`src/rtl/xor_frame_parity.sv`:
```
// Streaming XOR-parity over fixed-length frames, with generate/check modes.
// Keeps a wrapping delivered-frame counter and a saturating error counter.
module xor_frame_parity #(
   parameter int unsigned WIDTH     = 8,
   parameter int unsigned FRAME_LEN = 4,
   parameter int unsigned ODD       = 0,
   parameter int unsigned ERR_CNT_W = 8,
   parameter int unsigned FRM_CNT_W = 16
) (
   input  logic                 clk,
   input  logic                 rst_n,
   input  logic                 in_valid,
   output logic                 in_ready,
   input  logic [WIDTH-1:0]     in_data,
   input  logic                 mode_check,
   output logic                 out_valid,
   input  logic                 out_ready,
   output logic [WIDTH-1:0]     out_parity,
   output logic                 out_err,
   output logic [ERR_CNT_W-1:0] err_cnt,
   output logic [FRM_CNT_W-1:0] frame_cnt
);

   localparam int unsigned        CNT_W    = $clog2(FRAME_LEN);
   localparam logic [CNT_W-1:0]   LAST     = CNT_W'(FRAME_LEN - 1);
   localparam logic [WIDTH-1:0]   ODD_MASK = {WIDTH{ODD != 0}};

   typedef enum logic {S_ACCUM, S_HOLD} state_t;

   state_t                 r_state;
   logic [WIDTH-1:0]       r_acc;
   logic [CNT_W-1:0]       r_cnt;
   logic                   r_mode;
   logic                   r_in_ready;
   logic                   r_out_valid;
   logic [WIDTH-1:0]       r_parity;
   logic                   r_err;
   logic [ERR_CNT_W-1:0]   r_err_cnt;
   logic [FRM_CNT_W-1:0]   r_frm_cnt;

   logic                   w_accept;
   logic [WIDTH-1:0]       w_next;
   logic [WIDTH-1:0]       w_par;

   // in_ready is only ever high in ACCUM, so it alone qualifies acceptance
   assign w_accept = in_valid & r_in_ready;
   assign w_next   = r_acc ^ in_data;
   assign w_par    = w_next ^ ODD_MASK;

   always_ff @(posedge clk or negedge rst_n) begin
      if (!rst_n) begin
         r_state     <= S_ACCUM;
         r_acc       <= '0;
         r_cnt       <= '0;
         r_mode      <= 1'b0;
         r_in_ready  <= 1'b0;
         r_out_valid <= 1'b0;
         r_parity    <= '0;
         r_err       <= 1'b0;
         r_err_cnt   <= '0;
         r_frm_cnt   <= '0;
      end else begin
         case (r_state)
            S_ACCUM: begin
               r_in_ready <= 1'b1;
               if (w_accept) begin
                  r_acc <= w_next;
                  r_cnt <= r_cnt + CNT_W'(1);
                  if (r_cnt == '0) r_mode <= mode_check;
                  if (r_cnt == LAST) begin
                     r_parity    <= w_par;
                     r_err       <= r_mode & (|w_par);
                     r_in_ready  <= 1'b0;
                     r_out_valid <= 1'b1;
                     r_state     <= S_HOLD;
                  end
               end
            end
            S_HOLD: begin
               if (out_ready) begin
                  r_frm_cnt <= r_frm_cnt + FRM_CNT_W'(1);
                  if (r_err && (r_err_cnt != '1)) r_err_cnt <= r_err_cnt + ERR_CNT_W'(1);
                  r_acc       <= '0;
                  r_cnt       <= '0;
                  r_out_valid <= 1'b0;
                  r_in_ready  <= 1'b1;
                  r_state     <= S_ACCUM;
               end
            end
            default: r_state <= S_ACCUM;
         endcase
      end
   end

   assign in_ready   = r_in_ready;
   assign out_valid  = r_out_valid;
   assign out_parity = r_parity;
   assign out_err    = r_err;
   assign err_cnt    = r_err_cnt;
   assign frame_cnt  = r_frm_cnt;

endmodule

```
`config.mk`:
```
export PLATFORM = sky130hd
export DESIGN_NAME = xor_frame_parity
export DESIGN_NICKNAME = d
export VERILOG_FILES = /design/src/rtl/xor_frame_parity.sv
export SDC_FILE = /design/constraint.sdc
export NUM_CORES = 1
export LEC_CHECK = 0
export CAP_MARGIN = 10
export CELL_PAD_IN_SITES_DETAIL_PLACEMENT = 1
export CELL_PAD_IN_SITES_GLOBAL_PLACEMENT = 1
export CORE_UTILIZATION = 35
export CTS_CLUSTER_SIZE = 20
export DETAILED_ROUTE_END_ITERATION = 8
export GPL_ROUTABILITY_DRIVEN = 1
export PLACE_DENSITY_LB_ADDON = 0.1
export SYNTH_ARGS = -nofsm -noshare
export SYNTH_HDL_FRONTEND = slang
export SYNTH_SLANG_ARGS = --single-unit
```
`constraint.sdc`:
```
create_clock -name clk -period 4 [get_ports clk]
set_input_delay 0.4 -clock clk [delete_from_list [all_inputs] [get_ports clk]]
set_output_delay 0.4 -clock clk [all_outputs]
set_load 0.02 [all_outputs]
```
After elaboration in Yosys (flattened, before gate mapping)
Index checks and enable logic that the tools add are counted.
{"block": "totals", "regBits": 47, "inputBits": 13, "out_inout_bits": 35}
{"block": "classes", "add_sub_neg": 3, "n_eq_ne": 5, "muxes": 18, "n_bitwise": 4, "n_reduce_logical": 9}
{"cell": "16-bit by 1-bit adder with 16-bit output, second input constant", "n": 1}
{"cell": "8-bit two-way mux", "n": 2}
{"cell": "8-bit one-hot mux with 2 select lines", "n": 1}
{"cell": "3-bit AND reduction", "n": 4}
{"cell": "1-bit two-way mux", "n": 9}
{"cell": "8-bit by 1-bit adder with 8-bit output, second input constant", "n": 1}
{"cell": "8-bit inequality test, second input constant", "n": 1}
{"cell": "8-bit OR reduction", "n": 1}
{"cell": "8-bit XOR", "n": 1}
{"cell": "2-bit inequality test, second input constant", "n": 3}
{"cell": "1-bit one-hot mux with 2 select lines", "n": 3}
{"cell": "2-bit two-way mux", "n": 2}
{"cell": "2-bit one-hot mux with 2 select lines", "n": 1}
{"cell": "2-bit AND reduction", "n": 2}
{"cell": "2-bit by 1-bit adder with 2-bit output, second input constant", "n": 1}
{"cell": "1-bit AND", "n": 2}
{"cell": "2-bit == test, second input constant", "n": 1}
{"cell": "2-bit zero test", "n": 1}
{"cell": "1-bit logical AND", "n": 1}
{"cell": "1-bit NOT", "n": 1}

Logic depth before layout (Yosys ltp)
{"block": "logic_depth", "depth_word": 4, "mapped_depth": 6, "mapped_depth_nobuf": 5}

Least setup slack after synthesis
No wires, ideal clock.
{"block": "synth_timing", "path_type": "register to register", "startpoint": "reg r_err_cnt[0], in the netlist err_cnt[0]", "endpoint": "reg r_err_cnt[6], in the netlist err_cnt[6]", "setup_ns": 0.128, "arrival_time_ns": 1.348, "required_time_ns": 3.872, "setup_slack_ns": 2.524, "stages_incl_launch_ff": 6, "path_buffers": 0, "synth_period_minus_slack_ns": 1.476, "path_cell_list": "dfrtp_1 -> ha_1 -> nand2_1 -> nor2_2 -> nand4_1 -> mux2_1"}
{"block": "synth_via", "elab_chain_len": 3, "elab_cells_between_ends": 4, "cone_classes": "add/sub (1); eq/ne (1); reduce/logical (2)"}
{"item": "start, declared", "line_no": "38", "rtl": "logic [ERR_CNT_W-1:0] r_err_cnt;"}
{"item": "start signal, assigned", "line_no": "82", "rtl": "if (r_err && (r_err_cnt != '1)) r_err_cnt <= r_err_cnt + ERR_CNT_W'(1);"}
{"item": "branches (longest 3 deep; another with 8-bit by 1-bit adder with 8-bit output)"}
Several ways; the timed one is not identified.
A chain may end at the register's enable or synchronous reset.

Worst setup path after layout
{"block": "layout_timing", "startpoint": "in in_valid", "endpoint": "reg r_parity[7], in the netlist out_parity[7]"}
{"block": "layout_via", "elab_chain_len": 2}
{"item": "start, declared", "line_no": "12", "rtl": "input logic in_valid,"}
{"item": "1-bit AND", "line_no": "46", "rtl": "assign w_accept = in_valid & r_in_ready;"}
{"item": "3-bit AND reduction (no source line)"}
{"item": "end signal, assigned", "line_no": "71", "rtl": "r_parity <= w_par;"}
{"item": "end, declared", "line_no": "36", "rtl": "logic [WIDTH-1:0] r_parity;"}
Every way passes these cells.

==> flow_summary.toml <==
[clocking]
cts_tree = "yes"
cts_buffers = 5
clock_latency_ns = 0.29
clockBufferDepth = 2
clk_pin_slew_ns = 0.08
post_cts_buffers = 0
ctsResizeCount = 0
cts_root_buf = "clkbuf_8"
cts-htree-levels = 2
clock-sinks = 47
holdBufCountCts = 0

[setup_path]
regToRegSetupSlack_ns = 1.95
reg2reg_to = "out_parity[7]"
path_max_fanout = 20
start_kind = "input pin"
critPathCaptureType = "register"
arrival_ns = 2.24
critPathRequiredTime_ns = 4.14
regToRegStartpoint = "r_state"
r2r_cells = 4
path_class = "in -> reg"

[synth]
ys_warn_count = 0
synth_edf_count = 0
synthMuxAreaShare_pct = 2.08
synth_top_family_by_area = "simple AND/OR/NAND/NOR gates"
async_flop_share_pct = 100
synth_ff_type = "dfrtp_1"
yosys.area_share.adder_pct = 2.31
postSynthAreaPerCell_um2 = 10.7
ys_seq_area_share_pct = 54.4
synth_top_cell_by_area = "dfrtp_1"
synth_compound_area_share_pct = 9.25
ys_types = 34
syn_area_um2 = 2160
synth-simple-area-share_pct = 19.0
synth_area_leaders = "dfrtp_1 54%, xnor2_1 9.3%, nand2_1 6.4%"
synth_xor_area_share_pct = 10.5
ys_ff_latch = 47
syn_inst = 203
yosys.area.top_type_share_pct = 54.4
syn-num-nets = 220

[sta]
setup_violations = 0
slew-limit-headroom_pct = 58.7
rsz0062_at_grt = "no"
worst_slew_pin_slew_ns = 0.620
hold_viol_final = 0
fin_skew_ns = 0.00470
fin_crit_ns = 2.10
slew_violations = 0
fmax_mhz = 477
tns_ns = 0
fin_crit_sh_pct = 52.4

[finish]
nFillCells = 683
post-route-cell-area_um2 = 2760
layout_commonest_cell = "dfrtp_1"
multi_input_area_um2 = 935
diodes = 0
seq_area_um2 = 1180
final_util_pct = 46.3
drive_above_1_share_pct = 6.35
mostFrequentLayoutCells = "47 x dfrtp_1, 46 x clkdlybuf4s50_1, 37 x nand2_1, 23 x xnor2_1, 19 x o21ai_0"
final_nets = 270
instances_no_fill = 327
area_growth_pct = 27.5

[placement]
place_area_um2 = 2690
place.gp.congestion = 0.725
placed_cells = 321
dp_hpwl_um = 3400
port_buffers = 47

[grt]
grt_pass1_vias = 1725
antenna_found_initial = 0
gr-total-overflow = 0
grtUsageTotal_pct = 16.4
grt_max_degree = 48
grt_pass1_wl_um = 8160

[floorplanning]
start_util_pct = 36.3
fp.coreArea_um2 = 5960
dieArea_um2 = 6500
die_h_um = 80.6
fp.dieW_um = 80.6
pin_count = 48
rows = 28

[routing]
drcViolationCount = 0
ant_nets = 0
firstDrtPassIters = 4
routed_wl_um = 4730
vias = 1656
viasPerCell = 5.06
wl_per_cell_um = 14.5
drtIter0Drc = 53

[status]
outcome = "finished, final reports clean"

[pwr]
p_per_area_nw_per_um2 = 557
p_leak_uw = 0.00118
ir_worst_vdd_mv = 0.275

[worst_hold_path]
hp-class = "in -> async"

[run]
maxCapViolCount = 0
layout make-up:
cell class                 count  area share (%)
tap                           75            3.40
inverter                       2           0.272
clock buffer                   6            2.63
timing repair buffer          48            17.2
sequential                    47            42.6
multi-input combinational    149            33.9
layer usage:
layer  GRT usage, %  wire length (um)  up-vias
met1           21.3              2300      837
met2           28.1              2280       27
met4           3.21                23        0
met5              0                 0        -
li1               -                 -      790
met3           3.41               133        2
per-stage QoR:
stage | hold slack (ns) | worst slack [ns] | power (uW)
3_3_place_gp | 0.464 | 1.67 | 1270
3_5_place_dp | 0.466 | 1.55 | 1290
4_1_cts | 0.226 | 1.85 | 1560
6_report | 0.193 | 1.90 | 1540
2_1_floorplan | 0.104 | 2.52 | 1050
5_1_grt | 0.242 | 1.74 | 1650
state kept, by name (all words and copies together) (netlist names):
register	count
r_mode	1
r_acc	8
frame_cnt	16
out_valid	1
r_cnt	2
in_ready	1
err_cnt	8
out_parity	8
r_state	1
out_err	1
logic make-up after synthesis:
family,count (synthesis)
and+or+nand+nor,80
DFF,47
AOI/OAI and AO/OA,35
xor gates and xnor gates,26
buffers and inverters,7
muxes,4
adders and majority gates,4
critical path, cell delays in order:
cell             delay (ns)
clkdlybuf4s50_1        0.47
and3b_1                0.57
nand2_1                0.52
nand2_1                0.17
o21ai_0                0.10
how the worst max path moves through the flow:
stage,from,endpoint
finish,in_valid,out_parity[7]
CTS,in_valid,out_parity[1]
detailed placement,in_valid,out_parity[1]
global placement,in_valid,out_parity[7]
floorplan,err_cnt[0],err_cnt[6]
global route,in_valid,out_parity[5]
power breakdown:
part           internal (uW)  leakage [uW]  switching (uW)
Sequential               602      0.000615             117
Clock                    117     0.0000371             151
Combinational            252      0.000530             296
synthesized netlist by cell type, drive strengths merged, types with 3 or more instances:
cell type	instances
buf	5
dfrtp	47
nand3	7
nand2	38
nand4	8
o21ai	27
nor2	13
and4	3
mux2	4
xor2	3
xnor2	23
and3	4
ha	4
Note: power is estimated with default switching activity, not from simulation.
